$ cat config.mk
export PLATFORM = sky130hd
export DESIGN_NAME = uart_rx_ext
export DESIGN_NICKNAME = d
export VERILOG_FILES = /design/src/rtl/uart_rx_ext.sv
export SDC_FILE = /design/constraint.sdc
export NUM_CORES = 1
export LEC_CHECK = 0
export ABC_AREA = 1
export CORE_MARGIN = 2
export CORE_UTILIZATION = 56
export DETAILED_ROUTE_END_ITERATION = 10
export DONT_BUFFER_PORTS = 1
export GPL_TIMING_DRIVEN = 0
export PLACE_DENSITY = 0.8
export SLEW_MARGIN = 10
export SYNTH_ARGS = -nofsm -noshare
export SYNTH_HDL_FRONTEND = slang
export SYNTH_SLANG_ARGS = --single-unit
$ cat constraint.sdc
create_clock -name clk -period 1.5 [get_ports clk]
set_input_delay 0.15 -clock clk [delete_from_list [all_inputs] [get_ports clk]]
set_output_delay 0.15 -clock clk [all_outputs]
set_load 0.02 [all_outputs]
$ cat src/rtl/uart_rx_ext.sv
// uart_rx_ext: oversampling UART receiver with configurable data width,
// parity and stop bits, 3-sample majority voting at bit centre, and
// per-frame parity / framing / break reporting.
//
// Ports:
//   clk           system clock, rising edge
//   rst           asynchronous active-high reset
//   i_uart_rx     raw serial line (idles high)
//   o_uart_data   received word, held until the next valid strobe
//   o_data_valid  one-cycle strobe per completed non-break frame
//   o_parity_err  parity check failed (qualifies o_data_valid)
//   o_frame_err   a stop bit sampled 0 (qualifies o_data_valid)
//   o_break       one-cycle strobe on break detection
module uart_rx_ext #(
  parameter int unsigned CLOCK_FREQ = 50_000_000,
  parameter int unsigned BAUD_RATE  = 9600,
  parameter int unsigned OVERSAMPLE = 16,
  parameter int unsigned DATA_BITS  = 8,
  parameter int unsigned PARITY     = 0,
  parameter int unsigned STOP_BITS  = 1
) (
  input  logic                 clk,
  input  logic                 rst,
  input  logic                 i_uart_rx,
  output logic [DATA_BITS-1:0] o_uart_data,
  output logic                 o_data_valid,
  output logic                 o_parity_err,
  output logic                 o_frame_err,
  output logic                 o_break
);

  localparam int unsigned DIV   = CLOCK_FREQ / (BAUD_RATE * OVERSAMPLE);
  localparam int unsigned DW    = (DIV > 1) ? $clog2(DIV) : 1;
  localparam int unsigned SW    = $clog2(OVERSAMPLE);
  localparam int unsigned BW    = $clog2(DATA_BITS + 1);
  localparam int unsigned S_LO  = OVERSAMPLE / 2 - 1;
  localparam int unsigned S_MID = OVERSAMPLE / 2;
  localparam int unsigned S_HI  = OVERSAMPLE / 2 + 1;
  localparam logic        HAS_PAR = 1'(PARITY != 0);
  localparam logic        ODD_PAR = 1'(PARITY == 1);

  // Reject illegal parameterisations at elaboration
  if (DIV < 2) begin : g_bad_div
    $error("uart_rx_ext: CLOCK_FREQ/(BAUD_RATE*OVERSAMPLE) must be >= 2");
  end
  if (OVERSAMPLE != 8 && OVERSAMPLE != 16) begin : g_bad_os
    $error("uart_rx_ext: OVERSAMPLE must be 8 or 16");
  end
  if (DATA_BITS < 5 || DATA_BITS > 9) begin : g_bad_db
    $error("uart_rx_ext: DATA_BITS must be 5..9");
  end
  if (PARITY > 2) begin : g_bad_par
    $error("uart_rx_ext: PARITY must be 0, 1 or 2");
  end
  if (STOP_BITS != 1 && STOP_BITS != 2) begin : g_bad_stop
    $error("uart_rx_ext: STOP_BITS must be 1 or 2");
  end

  typedef enum logic [2:0] {
    S_IDLE     = 3'd0,
    S_START    = 3'd1,
    S_DATA     = 3'd2,
    S_PARITY   = 3'd3,
    S_STOP     = 3'd4,
    S_BRK_WAIT = 3'd5
  } state_t;

  state_t               state_q, state_d;
  logic                 sync1_q, sync2_q, rx_d_q;
  logic [DW-1:0]        div_q, div_d;
  logic [SW-1:0]        sidx_q, sidx_d;
  logic [1:0]           smp_q, smp_d;
  logic [BW-1:0]        bit_q, bit_d;
  logic [DATA_BITS-1:0] shift_q, shift_d;
  logic                 par_q, par_d;
  logic                 ferr_q, ferr_d;
  logic                 stop1_q, stop1_d;
  logic [DATA_BITS-1:0] data_d;
  logic                 dv_d, pe_d, fe_d, brk_d;

  logic fall_c, tick_c, vote_en_c, vote_c, in_frame_c;

  assign fall_c     = rx_d_q & ~sync2_q;
  assign tick_c     = (div_q == DW'(DIV - 1));
  assign in_frame_c = (state_q == S_START) || (state_q == S_DATA) ||
                      (state_q == S_PARITY) || (state_q == S_STOP);
  assign vote_en_c  = in_frame_c && tick_c && (sidx_q == SW'(S_HI));
  // Third sample is the live synchronised line at the vote tick
  assign vote_c     = (smp_q[0] & smp_q[1]) | (smp_q[0] & sync2_q) |
                      (smp_q[1] & sync2_q);

  // State register
  always_ff @(posedge clk or posedge rst) begin
    if (rst) state_q <= S_IDLE;
    else     state_q <= state_d;
  end

  // Next-state, datapath and output decode
  always_comb begin
    state_d = state_q;
    div_d   = div_q;
    sidx_d  = sidx_q;
    smp_d   = smp_q;
    bit_d   = bit_q;
    shift_d = shift_q;
    par_d   = par_q;
    ferr_d  = ferr_q;
    stop1_d = stop1_q;
    data_d  = o_uart_data;
    dv_d    = 1'b0;
    pe_d    = 1'b0;
    fe_d    = 1'b0;
    brk_d   = 1'b0;

    // Baud tick and per-bit sample position while inside a frame
    if (in_frame_c) begin
      div_d = tick_c ? '0 : div_q + DW'(1);
      if (tick_c) begin
        sidx_d = sidx_q + SW'(1);
        if (sidx_q == SW'(S_LO))  smp_d[0] = sync2_q;
        if (sidx_q == SW'(S_MID)) smp_d[1] = sync2_q;
      end
    end

    case (state_q)
      S_IDLE: begin
        div_d  = '0;
        sidx_d = '0;
        if (fall_c) begin
          state_d = S_START;
          bit_d   = '0;
          ferr_d  = 1'b0;
          stop1_d = 1'b0;
        end
      end
      S_START: begin
        if (vote_en_c) begin
          // A voted 1 means the edge was a glitch
          state_d = vote_c ? S_IDLE : S_DATA;
          bit_d   = '0;
        end
      end
      S_DATA: begin
        if (vote_en_c) begin
          shift_d = {vote_c, shift_q[DATA_BITS-1:1]};
          if (bit_q == BW'(DATA_BITS - 1)) begin
            bit_d   = '0;
            state_d = HAS_PAR ? S_PARITY : S_STOP;
          end else begin
            bit_d = bit_q + BW'(1);
          end
        end
      end
      S_PARITY: begin
        if (vote_en_c) begin
          par_d   = vote_c;
          bit_d   = '0;
          state_d = S_STOP;
        end
      end
      S_STOP: begin
        if (vote_en_c) begin
          if (bit_q == BW'(STOP_BITS - 1)) begin
            // All-zero frame including parity and stop bits is a break
            if ((shift_q == '0) && !(HAS_PAR && par_q) && !stop1_q && !vote_c) begin
              brk_d   = 1'b1;
              state_d = S_BRK_WAIT;
            end else begin
              data_d  = shift_q;
              dv_d    = 1'b1;
              pe_d    = HAS_PAR & (par_q ^ (^shift_q) ^ ODD_PAR);
              fe_d    = ferr_q | ~vote_c;
              state_d = S_IDLE;
            end
          end else begin
            bit_d   = bit_q + BW'(1);
            ferr_d  = ferr_q | ~vote_c;
            stop1_d = stop1_q | vote_c;
          end
        end
      end
      S_BRK_WAIT: begin
        div_d  = '0;
        sidx_d = '0;
        if (sync2_q) state_d = S_IDLE;
      end
      default: begin
        state_d = S_IDLE;
        div_d   = '0;
        sidx_d  = '0;
      end
    endcase
  end

  // Synchroniser, datapath and registered outputs
  always_ff @(posedge clk or posedge rst) begin
    if (rst) begin
      sync1_q      <= 1'b1;
      sync2_q      <= 1'b1;
      rx_d_q       <= 1'b1;
      div_q        <= '0;
      sidx_q       <= '0;
      smp_q        <= '0;
      bit_q        <= '0;
      shift_q      <= '0;
      par_q        <= 1'b0;
      ferr_q       <= 1'b0;
      stop1_q      <= 1'b0;
      o_uart_data  <= '0;
      o_data_valid <= 1'b0;
      o_parity_err <= 1'b0;
      o_frame_err  <= 1'b0;
      o_break      <= 1'b0;
    end else begin
      sync1_q      <= i_uart_rx;
      sync2_q      <= sync1_q;
      rx_d_q       <= sync2_q;
      div_q        <= div_d;
      sidx_q       <= sidx_d;
      smp_q        <= smp_d;
      bit_q        <= bit_d;
      shift_q      <= shift_d;
      par_q        <= par_d;
      ferr_q       <= ferr_d;
      stop1_q      <= stop1_d;
      o_uart_data  <= data_d;
      o_data_valid <= dv_d;
      o_parity_err <= pe_d;
      o_frame_err  <= fe_d;
      o_break      <= brk_d;
    end
  end

endmodule
==> key figures <==
Status
  • Outcome: finished with violations
  • Failing checks: setup timing

Worst setup path
  • R2r setup slk: -220 ps
  • R2r endpoint: bit_q[0]$_DFFE_PP0P_
  • CP max-delay cell: dfrtp_1
  • Slowest stage delay, CP: roughly 400 ps
  • CP endpoint: bit_q[0]$_DFFE_PP0P_
  • Crit path DAT: between 1500 and 2000 ps
  • Worst-path maximum fanout: 5
  • Setup crit start: div_q[0]$_DFFE_PP0P_
  • Crit Reg-Reg Startpoint: div_q[0]$_DFFE_PP0P_
  • Critical path endpoint category: flip-flop
  • R2R cell count: 12
  • Startpoint Class: flip-flop
  • Worst path required time: between 1500 and 2000 ps
  • Critical path class: flip-flop to flip-flop
  • Worst-path cell chain: inv_2 -> ha_4 -> nand2_2 -> inv_2 -> nand2_4 -> nor2_8 -> nand3_4 -> buf_4 -> o21ai_4 -> nand2_4 -> nand2_2 -> nand2_1

Detailed routing
  • Via density: ~5.4
  • Number of vias in the routed layout: roughly 1900
  • DR pass1 iterations: 4
  • DR WL/cell: roughly 15 um
  • Number of routed nets with antenna violations: 0
  • DRC: 0
  • 1st-iter DRT viols: 175
  • Total routed wirelength: slightly above 5 mm

Yosys
  • Synth top area cells: dfrtp_1 46%, nand2_1 12%, inv_1 5.8%
  • Mean Syn Cell Area: 8.680 um^2
  • Syn Inst Count: 270
  • Post-synth top area share: 45.92%
  • Ys async rst share: 100.0%
  • Most common cell in the netlist: nand2_1
  • Leading area contributor after synthesis: dfrtp_1
  • Most used DFF post-synth: dfrtp_1
  • Synth cell count leaders: 75 x nand2_1, 43 x dfrtp_1, 36 x inv_1, 23 x nor2_1, 17 x nand3_1
  • Yosys reg bits: between 40 and 50
  • Sequential area share after synthesis: between 40% and 50%
  • Unique masters post-synth: 34
  • Number of synthesized flops with an enable pin: 0
  • Netlist Area Pre-Place: between 2000 and 2500 um^2
  • Mapped Nets: 280
  • Syn. warnings: 0

Power and ir drop
  • Pwr per Cell Area: about 1300 nW/um^2
  • Pleak: approximately 1.4 nW
  • Max VDD drop: about 0.9 mV
  • Final Power: roughly 3.9 mW

Place
  • Placed Area: 2435 um^2
  • Port Buffers: 0
  • GPL Wtd Cong: approximately 0.78
  • Placed instance count: roughly 320
  • Final HPWL DP: ~2.9 mm
  • Dpl ws: -271.8 ps

Floorplan
  • Die height: around 69 um
  • Initial core utilization: between 50% and 60%
  • Core footprint: approximately 4000 um^2
  • Rows: 23
  • Overall die area: 4718 um^2
  • Boundary Pins: 15
  • Die width: between 60 and 70 um

Finish
  • FILL cells: between 200 and 250
  • P&R area growth vs syn: 25.36%
  • Antenna cell count: 0
  • Layout cell share with drive strength beyond 1: between 30% and 40%
  • Post-route cell area: slightly below 3000 um^2
  • Register area: around 1200 um^2
  • Multi-input logic area: 1241 um^2
  • Fin cells: around 350
  • Fin util: about three quarters
  • Layout Nets: between 300 and 400

Global routing
  • Met3 usage: a little over 5%
  • GRT Util Overall: a little over a fifth
  • Grt ovf: 0
  • First-pass GRT wire length: around 7.4 mm
  • Met2 GRT Util: 36.06%
  • Global routing's busiest layer: met2
  • Largest net degree at the start of global routing: 28
  • Met1 usage: between 20% and 30%
  • Number of global-route vias before repair: 1765
  • Initial antenna violation count: 0

Clock network
  • Clock Pin Slew Worst Setup and Hold Paths: roughly 90 ps
  • Clk buf depth: 2
  • H-tree Lvls: 2
  • Clk_lat worst skew: about 300 ps
  • TritonCTS Buffers: 5
  • CTS tree: done
  • CTS sink count: 46
  • Root buf cell: clkbuf_8

Timing
  • Final Hold Vio Count: 0
  • Setup violations, final: 32
  • Final-report max-slew violation count: 0
  • Max Fclk: 582.3 MHz
  • Minimum clock period: 1717 ps
  • Worst Setup Slack, final: -217.4 ps
  • Setup tns final: -4511 ps
  • Clock skew: 5.969 ps
  • Tcrit/Tclk final: 114.5%
  • Hold WS: ~300 ps
  • RSZ-0062 raised after global routing: true

Min path
  • Worst min path class: input pin to asynchronous set/reset pin

Run
  • Max-cap violations: 0
[where the power goes]
| group | switching, mW | internal [mW] | leakage (nW) |
|---|---|---|---|
| clock | 0.426 | 0.498 | 0.0514 |
| combinational | 0.945 | 0.541 | 0.773 |
| sequential | 0.132 | 1.35 | 0.622 |
| total | 1.50 | 2.39 | 1.45 |
[cells by family after synthesis]
family / after synthesis / share of synthesized area (%)
AOI/OAI and AO/OA: 33 / 9.397
xor gates and xnor gates: 4 / 1.495
adders and majority gates: 7 / 3.737
buffers and inverters: 40 / 7.101
DFF: 46 / 49.28
other: 1 / 0.1600
and+or+nand+nor: 139 / 28.83
[flip-flops by register name (all words and copies together) (netlist names)]
| name | count |
|---|---|
| bit_q | 4 |
| div_q | 9 |
| ferr_q | 1 |
| o_break | 1 |
| o_data_valid | 1 |
| o_frame_err | 1 |
| o_uart_data | 8 |
| rx_d_q | 1 |
| shift_q | 8 |
| sidx_q | 4 |
| smp_q | 2 |
| state_q | 3 |
| stop1_q | 1 |
| sync1_q | 1 |
| sync2_q | 1 |
[repair_timing]
item / 4_1_cts / 5_1_grt
endpoints found under the setup margin: 37 / 42
setup buffers: 4 / 11
resized for setup: 10 / 53
cloned: 1 / 2
endpoints found under the hold margin: 20 / 0
hold buffers: 2 / 0
pin swaps: 6 / 22
[worst min-delay path by stage]
stage	start	end	slack [ps]	cells after the start
5_1_grt	rst	o_uart_data[0]$_DFFE_PP0P_	340	2
2_1_floorplan	i_uart_rx	sync1_q$_DFF_PP1_	150	0
4_1_cts	rst	o_uart_data[5]$_DFFE_PP0P_	310	2
3_3_place_gp	i_uart_rx	sync1_q$_DFF_PP1_	150	0
6_report	rst	o_uart_data[5]$_DFFE_PP0P_	300	2
3_5_place_dp	rst	o_uart_data[5]$_DFFE_PP0P_	50	1
[layer usage]
layer | routed length, um | up-vias
met5 | 0 | -
met4 | 48 | 0
met3 | 264 | 6
met2 | 2651 | 50
met1 | 2228 | 926
li1 | - | 911
[final cells by class]
type	count	share of cell area (%)
timing repair buffer	18	6.388
tap	50	2.129
multi-input combinational	186	42.25
sequential	46	39.44
clock buffer	6	2.470
buffer	2	0.7666
inverter	38	5.281
clock inverter	2	1.278
[worst max-delay path, delay by kind of cell (launching register included)]
kind | cells | cell delay [ps]
AO/OA/AOI/OAI | 1 | 220
adder cells (fa/ha/maj) | 1 | 120
buffers and inverters | 3 | 310
flip-flops | 1 | 400
AND/OR/NAND/NOR | 7 | 570
[placed cells by master (no fill, tap or decap), drive strengths merged]
| master | Yosys | layout |
|---|---|---|
| conb | 1 | 1 |
| nor2 | 29 | 30 |
| ha | 7 | 7 |
| o31ai | 1 | 1 |
| o21a | 1 | 1 |
| xnor2 | 1 | 1 |
| nor3 | 2 | 2 |
| clkbuf | 0 | 6 |
| dfstp | 3 | 3 |
| inv | 38 | 37 |
| xor2 | 3 | 3 |
| dlygate4sd3 | 0 | 2 |
| nand2 | 83 | 83 |
| dfrtp | 43 | 43 |
| a21oi | 8 | 8 |
| nand4 | 5 | 6 |
| clkinvlp | 0 | 1 |
| buf | 2 | 18 |
| nand3b | 1 | 1 |
| nor4 | 1 | 1 |
| clkinv | 0 | 1 |
| a31oi | 1 | 1 |
| o21ai | 22 | 22 |
| bufinv | 0 | 1 |
| nand3 | 18 | 18 |
Power figures use the tool's default switching activity.
